[src/rtl/keyboard_pkg.sv]
// keyboard_pkg: scancodes, matrix geometry, receiver states and keymap tables
package keyboard_pkg;
    localparam int ROWS  = 8;
    localparam int COLS  = 5;
    localparam int NKEYS = ROWS * COLS;

    localparam logic [7:0] SC_EXT    = 8'hE0;
    localparam logic [7:0] SC_BRK    = 8'hF0;
    localparam logic [7:0] SC_RSHIFT = 8'h59;
    localparam logic [7:0] SC_LCTRL  = 8'h14;
    localparam logic [7:0] SC_F11    = 8'h78;
    localparam logic [7:0] SC_BKSP   = 8'h66;
    localparam logic [7:0] SC_LEFT   = 8'h6B;
    localparam logic [7:0] SC_DOWN   = 8'h72;
    localparam logic [7:0] SC_UP     = 8'h75;
    localparam logic [7:0] SC_RIGHT  = 8'h74;

    localparam int KEY_CS = 0 * COLS + 0;
    localparam int KEY_SS = 7 * COLS + 1;

    typedef enum logic [1:0] {RX_IDLE, RX_DATA, RX_PARITY, RX_STOP} rx_state_t;
    typedef enum logic [2:0] {C_BKSP, C_LEFT, C_DOWN, C_UP, C_RIGHT} comp_t;
    localparam int NCOMP = int'(C_RIGHT) + 1;

    // Index is row*COLS+col; entry is the unextended scancode of that key
    localparam logic [7:0] KEYMAP [NKEYS] = '{
        8'h12, 8'h1A, 8'h22, 8'h21, 8'h2A,
        8'h1C, 8'h1B, 8'h23, 8'h2B, 8'h34,
        8'h15, 8'h1D, 8'h24, 8'h2D, 8'h2C,
        8'h16, 8'h1E, 8'h26, 8'h25, 8'h2E,
        8'h45, 8'h46, 8'h3E, 8'h3D, 8'h36,
        8'h4D, 8'h44, 8'h43, 8'h3C, 8'h35,
        8'h5A, 8'h4B, 8'h42, 8'h3B, 8'h33,
        8'h29, 8'h14, 8'h3A, 8'h31, 8'h32
    };

    // Composite keys press CS plus the digit key listed in COMPKEY
    localparam logic [7:0] COMPMAP [NCOMP] = '{SC_BKSP, SC_LEFT, SC_DOWN, SC_UP, SC_RIGHT};
    localparam logic [NCOMP-1:0] COMPEXT = 5'b11110;
    localparam int COMPKEY [NCOMP] = '{4*COLS+0, 3*COLS+4, 4*COLS+4, 4*COLS+3, 4*COLS+2};

    function automatic logic ignored(input logic [7:0] b);
        return b inside {8'hE1, 8'hAA, 8'hFA, 8'hEE, 8'hFE, 8'h00, 8'hFF};
    endfunction
endpackage

[src/rtl/keyboard_matrix_if.sv]
// keyboard_matrix_if: PS/2 lines plus the CPU half-row scan and NMI request
interface keyboard_matrix_if;
    logic       ps2Ck;
    logic       ps2Dq;
    logic [7:0] row;
    logic [4:0] col;
    logic       nmi;
    modport master (output ps2Ck, ps2Dq, row, input col, nmi);
    modport slave  (input ps2Ck, ps2Dq, row, output col, nmi);
endinterface

[src/rtl/ps2_rx.sv]
// ps2_rx: synchronised PS/2 frame receiver with parity check and stall watchdog
module ps2_rx
    import keyboard_pkg::*;
#(
    parameter int TIMEOUT = 65536
) (
    input  logic       clock,
    input  logic       reset,
    input  logic       ps2Ck,
    input  logic       ps2Dq,
    output logic [7:0] data,
    output logic       strobe
);
    localparam int WW = $clog2(TIMEOUT + 1);

    logic [1:0] cks, dqs;
    logic ckd, par, fall, dq, tmo, good;
    logic [2:0] cnt;
    logic [WW-1:0] wd;
    rx_state_t state, next;

    assign fall = ckd & ~cks[1];
    assign dq   = dqs[1];
    assign tmo  = wd == WW'(TIMEOUT);
    assign good = state == RX_STOP && fall && dq && (^{data, par}) && !tmo;

    always_comb begin
        next = state;
        if (tmo) next = RX_IDLE;
        else if (fall)
            case (state)
                RX_IDLE:   next = dq ? RX_IDLE : RX_DATA;
                RX_DATA:   next = cnt == 3'd7 ? RX_PARITY : RX_DATA;
                RX_PARITY: next = RX_STOP;
                default:   next = RX_IDLE;
            endcase
    end

    // Clock/data sync flops reset high so the idle bus never looks like an edge
    always_ff @(posedge clock or negedge reset) begin
        if (!reset) begin
            cks    <= 2'b11;
            dqs    <= 2'b11;
            ckd    <= 1'b1;
            state  <= RX_IDLE;
            cnt    <= '0;
            wd     <= '0;
            data   <= '0;
            par    <= 1'b0;
            strobe <= 1'b0;
        end else begin
            cks    <= {cks[0], ps2Ck};
            dqs    <= {dqs[0], ps2Dq};
            ckd    <= cks[1];
            state  <= next;
            strobe <= good;
            wd     <= (fall || state == RX_IDLE) ? '0 : wd + 1'b1;
            if (state == RX_IDLE) cnt <= '0;
            if (fall && state == RX_DATA) begin
                data <= {dq, data[7:1]};
                cnt  <= cnt + 3'd1;
            end
            if (fall && state == RX_PARITY) par <= dq;
        end
    end
endmodule

[src/rtl/keyboard_matrix.sv]
// keyboard_matrix: set-2 scancode decoder driving the 8x5 half-row key matrix
module keyboard_matrix
    import keyboard_pkg::*;
#(
    parameter int TIMEOUT = 65536
) (
    input logic             clock,
    input logic             reset,
    keyboard_matrix_if.slave bus
);
    logic [7:0] code;
    logic stb, ext, brk, f11, dh, ch, fh;
    logic [5:0] di;
    comp_t ci;
    logic [NKEYS-1:0] dk, m;
    logic [NCOMP-1:0] comp;
    logic [COLS-1:0] any;

    ps2_rx #(.TIMEOUT(TIMEOUT)) u_rx (
        .clock  (clock),
        .reset  (reset),
        .ps2Ck  (bus.ps2Ck),
        .ps2Dq  (bus.ps2Dq),
        .data   (code),
        .strobe (stb)
    );

    always_comb begin
        dh = 1'b0;
        di = '0;
        ch = 1'b0;
        ci = C_BKSP;
        fh = !ext && code == SC_F11;
        for (int i = 0; i < NKEYS; i++)
            if (!ext && code == KEYMAP[i]) begin
                dh = 1'b1;
                di = 6'(i);
            end
        if ((!ext && code == SC_RSHIFT) || (ext && code == SC_LCTRL)) begin
            dh = 1'b1;
            di = ext ? 6'(KEY_SS) : 6'(KEY_CS);
        end
        for (int i = 0; i < NCOMP; i++)
            if (ext == COMPEXT[i] && code == COMPMAP[i]) begin
                ch = 1'b1;
                ci = comp_t'(i);
            end
    end

    // Prefix bytes only set flags; any other non-ignored byte consumes them
    always_ff @(posedge clock or negedge reset) begin
        if (!reset) begin
            ext  <= 1'b0;
            brk  <= 1'b0;
            f11  <= 1'b0;
            dk   <= '0;
            comp <= '0;
        end else if (stb) begin
            if (code == SC_EXT) ext <= 1'b1;
            else if (code == SC_BRK) brk <= 1'b1;
            else if (!ignored(code)) begin
                if (dh) dk[di] <= ~brk;
                if (ch) comp[ci] <= ~brk;
                if (fh) f11 <= ~brk;
                ext <= 1'b0;
                brk <= 1'b0;
            end
        end
    end

    always_comb begin
        m = dk;
        for (int i = 0; i < NCOMP; i++)
            if (comp[i]) begin
                m[KEY_CS]     = 1'b1;
                m[COMPKEY[i]] = 1'b1;
            end
    end

    always_comb begin
        any = '0;
        for (int n = 0; n < ROWS; n++)
            if (!bus.row[n]) any |= m[n*COLS +: COLS];
    end

    assign bus.col = ~any;
    assign bus.nmi = ~f11;
endmodule
[src/flat_wrapper.sv]
// flat-port wrapper written by rule: the top's interface ports become plain ports
module keyboard_matrix_flat import keyboard_pkg::*;
#(
    parameter int TIMEOUT = 65536
)
  (clock, reset, bus_ps2Ck, bus_ps2Dq, bus_row, bus_col, bus_nmi);
  keyboard_matrix_if bus_i ();
  input logic clock;
  input logic reset;
  input wire logic [$bits(bus_i.ps2Ck)-1:0] bus_ps2Ck;
  input wire logic [$bits(bus_i.ps2Dq)-1:0] bus_ps2Dq;
  input wire logic [$bits(bus_i.row)-1:0] bus_row;
  output wire logic [$bits(bus_i.col)-1:0] bus_col;
  output wire logic [$bits(bus_i.nmi)-1:0] bus_nmi;
  assign bus_i.ps2Ck = bus_ps2Ck;
  assign bus_i.ps2Dq = bus_ps2Dq;
  assign bus_i.row = bus_row;
  assign bus_col = bus_i.col;
  assign bus_nmi = bus_i.nmi;
  keyboard_matrix #(.TIMEOUT(TIMEOUT)) u_core (.clock(clock), .reset(reset), .bus(bus_i));
endmodule
[config.mk]
export PLATFORM = sky130hd
export DESIGN_NAME = keyboard_matrix_flat
export DESIGN_NICKNAME = d
export VERILOG_FILES = /design/src/rtl/keyboard_pkg.sv /design/src/rtl/keyboard_matrix_if.sv /design/src/rtl/ps2_rx.sv /design/src/rtl/keyboard_matrix.sv /design/src/flat_wrapper.sv
export SDC_FILE = /design/constraint.sdc
export NUM_CORES = 1
export LEC_CHECK = 0
export BUFFER_PORTS_ARGS = -buffer_cell sky130_fd_sc_hd__buf_4
export CAP_MARGIN = 20
export CORE_MARGIN = 4
export CORE_UTILIZATION = 60
export DETAILED_ROUTE_END_ITERATION = 6
export PLACE_DENSITY = 0.84
export SYNTH_ARGS = -nofsm -noshare
export SYNTH_HDL_FRONTEND = slang
export SYNTH_SLANG_ARGS = --single-unit
[constraint.sdc]
create_clock -name clock -period 5.55 [get_ports clock]
set_clock_uncertainty 0.15 [all_clocks]
set_input_delay 0.2775 -clock clock [delete_from_list [all_inputs] [get_ports clock]]
set_output_delay 0.2775 -clock clock [all_outputs]
set_load 0.02 [all_outputs]
Yosys cells after proc, flatten, opt, wreduce, memory -nomap -nowiden
Cells that the tools add are included.
{"block": "totals", "register_bits": 85, "in_bits": 12, "output_inout_bits": 6, "elab_cells": 297}
{"block": "op_classes", "addsub": 2, "magnitude_cmp": 4, "eq_ne": 63, "mux": 127, "bitwise": 16, "reduce_logical": 71}
{"op": "$mux W6", "count": 40}
{"op": "$eq A8 B6 Y1 const B", "count": 23}
{"op": "$eq A8 B7 Y1 const B", "count": 15}
{"op": "$eq A8 B5 Y1 const B", "count": 9}
{"op": "$mux W1", "count": 65}
{"op": "$eq A8 B8 Y1 const B", "count": 8}
{"op": "$logic_and A1 B1 Y1", "count": 56}
{"op": "$bwmux W40", "count": 1}
{"op": "$mux W5", "count": 8}
{"op": "$or A5 B5 Y5", "count": 7}
{"op": "$add A17 B1 Y17 const B", "count": 1}
{"op": "$eq A17 B17 Y1 const B", "count": 1}
{"op": "$mux W17", "count": 1}
{"op": "$reduce_and A5 Y1", "count": 3}
{"op": "$mux W2", "count": 5}
{"op": "$mux W3", "count": 3}
{"op": "$reduce_xor A9 Y1", "count": 1}
{"op": "$logic_not A8 Y1", "count": 1}
{"op": "$lt A6 B7 Y1 const B", "count": 1}
{"op": "$not A1 Y1", "count": 7}
{"op": "$reduce_bool A7 Y1", "count": 1}
{"op": "$demux W1 S6", "count": 1}
{"op": "$ge A6 B1 Y1 const B", "count": 1}
{"op": "$ne A2 B1 Y1 const B", "count": 3}
{"op": "16 further kinds", "count": 21}

Logic depth before layout (Yosys ltp)
{"block": "depth", "ltp_word": 47, "mapped_depth": 11, "depth_no_buf": 7}

Hierarchy
From an unflattened synthesis, not the netlist that was laid out.
{"block": "unflattened", "cells_unflattened": 558, "hier_area_um2": 5451.5}
{"module": "keyboard_matrix", "instances": 1, "cells_per_inst": 405, "area_each_um2": 3708.6, "seq_area_each_um2": 1201.2}
{"module": "ps2_rx", "instances": 1, "cells_per_inst": 153, "area_each_um2": 1742.9, "seq_area_each_um2": 932.1}

Least setup slack after synthesis
OpenSTA, ideal clock, no wires.
{"block": "synth_timing", "path_type": "register to register", "from": "reg u_core.u_rx.data[4]", "to": "reg u_core.dk[16]", "setup_time_ps": 80, "t_arrival_ps": 2377, "required_ps": 5320, "slack_ps": 2944, "stages_incl_launch_ff": 9, "path_buffers": 2, "synth_period_minus_slack_ps": 2606, "path_cell_list": "dfrtp_1 > buf_6 > xor2_1 > and4_4 > a211o_1 > or4_4 > buf_6 > nor4_2 > mux2i_1"}
{"block": "synth_between", "elab_chain_cells": 47, "elab_cells_between_ends": 185, "classes_between": "2 x order compare; 49 x eq/ne; 84 x mux; 3 x bitwise; 47 x reduce/logical"}
{"item": "start: declaration", "line": "ps2_rx.sv:11", "text": "output logic [7:0] data,"}
{"item": "start signal: assignment", "line": "ps2_rx.sv:60", "text": "data <= {dq, data[7:1]};"}
{"item": "$eq A8 B5 Y1", "line": "keyboard_matrix.sv:35", "text": "if (!ext && code == KEYMAP[i]) begin"}
{"item": "$logic_and A1 B1 Y1", "line": "keyboard_matrix.sv:35"}
{"item": "$mux W1", "line": "keyboard_matrix.sv:35"}
{"item": "$mux W6 (38 in a row)", "line": "keyboard_matrix.sv:35"}
{"item": "$mux W6", "line": "keyboard_matrix.sv:39", "text": "if ((!ext && code == SC_RSHIFT) || (ext && code == SC_LCTRL)) begin"}
{"item": "$lt A6 B7 Y1 (not written as such) / $ge A6 B1 Y1 (equally long branches)", "line": "keyboard_matrix.sv:62", "text": "if (dh) dk[di] <= ~brk;"}
{"item": "$logic_and A1 B1 Y1 (not written as such)", "line": "keyboard_matrix.sv:62"}
{"item": "$mux W1 (not written as such)", "line": "keyboard_matrix.sv:62"}
{"item": "$demux W1 S6"}
{"item": "$bwmux W40", "line": "keyboard_matrix.sv:62"}
{"item": "end signal: indexed assignment", "line": "keyboard_matrix.sv:62"}
{"item": "end: declaration", "line": "keyboard_matrix.sv:15", "text": "logic [NKEYS-1:0] dk, m;"}
Several ways; a longest one is shown, not always the timed one.
A chain may end at the register's enable or synchronous reset.

Final worst setup path
{"block": "layout_timing", "from": "reg u_core.u_rx.data[0]", "to": "reg u_core.dk[5]"}
The elaborated chain is that of the path after synthesis.

==> impl_results.md <==
- Port buffer count: 17
- Worst-Skew Late Latency: 0.36 ns
- First-pass GRT wire length: 21.78 mm
- P&R area growth vs syn: 5.649%
- CP Max Fanout: 32
- Num rows: 34
- Fmax: 0.2595 GHz
- Setup violators final: 0
- Iteration-0 DRC Markers: roughly 370
- Library cells used by synthesis: 74
- Mux cell area share after synthesis: 8.139%
- Initial Util: roughly three fifths
- CP startpoint kind: register
- PwrDens: 369.6 nW/um^2
- Share of cells above drive strength 1: 15.46%
- Setup tns final: 0 ns
- Compound-gate portion of the synthesized area: between 10 and 15%
- Routability cong.: ~1
- Clk root buf: clkbuf_8
- CORE AREA: 8763 um^2
- Vias in the first global route: 4281
- Fin crit period: 3.854 ns
- Crit Path Class: register to register
- # DRC: 0
- Synth Cell Area: approximately 5400 um^2
- Die W: around 100 um
- CTS buffer count: 9
- CTS tree: built
- Initial antenna violation count: 0
- Drt wl/cell: 19.21 um
- Die area: 10630 um^2
- Slew @ Worst Pin: 1.024 ns
- Worst setup margin: 1.696 ns
- GRT Resource Usage Total: 26.15%
- Placed cells: 669
- Status: finished clean
- Leak pwr: 2.367 nW
- Fin. max-slew vios: 0
- Vias: 4551
- Crit path required time: 5.68 ns
- Nets: 594
- Hold Crit Class: input pin to async pin
- Resize count post-CTS: 0
- Largest net degree at the start of global routing: 86
- Max-cap viol count: 0
- RSZ-0062 raised after global routing: false
- Seq cells post-synth: 85
- Hold_buf cts: 3
- Peak VDD IR: a little over 0.2 mV
- I/O pin count: 18
- Htree depth: 3
- Setup crit end kind: register
- DRT antenna net count: 0
- Sequential fraction of the synthesis area: 39.31%
- Total clock sinks: 85
- Layout Cells excl Fill: 690
- Die Ht: about 100 um
- Drt pass-1 iters: 4
- Largest family of logic cells by synthesized area: simple AND/OR/NAND/NOR gates
- Relative slew slack: between 30% and 40%
- CTS max path bufs: 2
- Routed vias/inst: 6.596
- Ys Warns: 0
- Synth Instances: 584
- Period utilization: 69.44%
- Post-CTS setup buffer count: 0
- Synth async-reset ratio: 100.0%
- Post-DP Area: 5480 um^2
- Post-synth top flop: dfrtp_1
- Post-synthesis xor/xnor area fraction: 3.689%
- Worst Path Arrival: 3.98 ns
- Hold Vio Cnt, Final: 0
- Mapped Nets: 600
- Fin area: 5733 um^2
- Reg clk slew, reported paths: 0.09 ns
- Adder-Cell Fraction of Synth Area: 0.9223%
- GRT overflow: 0
- Number of synthesized flops with an enable pin: 0
- Setup WS pre-CTS: 1.713 ns
- Syn_area_per_cell: 9.292 um^2
- Area share of and/or/nand/nor cells after synthesis: 25.62%
- Final Util: 65.42%
- Antenna Diode Count: 0
- Dpl hpwl: about 9.2 mm
- Final wirelength: 13.25 mm
## logic make-up after synthesis
group | after synthesis
simple gates | 229
xor+xnor | 22
mux | 43
fa+ha+maj | 4
compound gates | 112
buf+inv | 89
flops | 85
## final cells by class
type	instances	area, um^2
Tap cell	108	135.1
Fill cell	700	3030
Clock buffer	10	137.6
Timing Repair Buffer	25	215.2
Sequential cell	85	2133
Clock inverter	5	42.54
Multi-Input combinational cell	410	2893
Inverter	47	176.4
## synthesized netlist by cell type (3+ instances only)
cell type	count	area share, %
a211oi_1	4	0.55
a21oi_1	21	1.9
a22o_1	5	0.81
a31oi_1	9	1.0
a41oi_1	8	1.3
and3_1	9	1.0
buf_2	14	1.3
buf_4	7	0.97
buf_6	5	1.0
clkbuf_1	16	1.1
dfrtp_1	80	37
dfstp_2	5	2.4
ha_1	4	0.92
inv_1	47	3.3
mux2_2	9	1.9
mux2i_1	34	6.3
nand2_1	33	2.3
nand2b_1	11	1.3
nand3_1	31	2.9
nand4_1	8	0.92
nor2_1	40	2.8
nor2b_1	13	1.5
nor3_1	11	1.0
nor4_1	17	2.0
nor4_2	16	3.7
nor4b_1	4	0.65
o211ai_1	7	0.97
o21ai_0	14	1.3
o22ai_1	19	2.2
or2_2	3	0.35
or3_1	5	0.58
or4_4	3	0.62
xnor2_1	10	1.6
xor2_1	11	1.8
## registers in the layout, indices dropped and copies added (netlist names), 2 cells and up
| register | count |
|---|---|
| u_core.comp | 5 |
| u_core.u_rx.data | 8 |
| u_core.dk | 40 |
| u_core.u_rx.dqs | 2 |
| u_core.u_rx.cks | 2 |
| u_core.u_rx.wd | 17 |
| u_core.u_rx.state | 2 |
| u_core.u_rx.cnt | 3 |
## metrics by stage
stage | hold slack, ns | total power, mW
after floorplan | -0.1681 | 1.536
after global placement | 0.1973 | 1.653
after detailed placement | 0.2005 | 1.679
after CTS | 0.2172 | 2.094
after global routing | 0.2033 | 2.243
final | 0.1843 | 2.119
## worst max-delay path, stage by stage, from the launching register on
cell	delay, ns
dfrtp_1	1.02
nand2b_2	0.33
nor2_1	0.09
a211o_1	0.33
nor4_4	0.41
nand2_1	0.58
nor4_1	0.60
mux2i_1	0.25
## per-layer routing
layer / GRT usage, % / up-vias / wire length (um)
met4: 10.86 / 0 / 378
met3: 5.345 / 41 / 843
met2: 41.44 / 181 / 6416
met1: 35.00 / 2219 / 5614
met5: 0 / - / 0
li1: - / 2110 / -
## path summary, 6_finish.rpt
| check | from | to | slack (ns) | depth (start not counted) |
|---|---|---|---|---|
| setup / recovery | u_core.u_rx.data[0] | u_core.dk[5] | 1.70 | 7 |
| max in group asynchronous | reset | u_core.u_rx.cks[0] | 4.43 | 3 |
| hold reg to reg | u_core.u_rx.dqs[0] | u_core.u_rx.dqs[1] | 0.21 | 0 |
| min in group clock | u_core.u_rx.dqs[0] | u_core.u_rx.dqs[1] | 0.21 | 0 |
| setup reg to reg | u_core.u_rx.data[0] | u_core.dk[5] | 1.70 | 7 |
| hold / removal | reset | u_core.f11 | 0.18 | 2 |
## layout by cell type (no fill, tap or decap), types with 13 or more instances in the layout
cell and instances:
a21oi_1 21, buf_4 20, dfrtp_1 80, inv_1 47, mux2i_1 34, nand2_1 33
nand3_1 31, nor2_1 40, nor2b_1 13, nor4_1 16, nor4_2 16, o21ai_0 14
o22ai_1 19
## where the power goes
part	switching (mW)	total, mW	internal [mW]
Combinational	0.504	0.824	0.320
Sequential	0.211	0.885	0.673
Clock	0.231	0.410	0.180
Power figures use the tool's default switching activity.
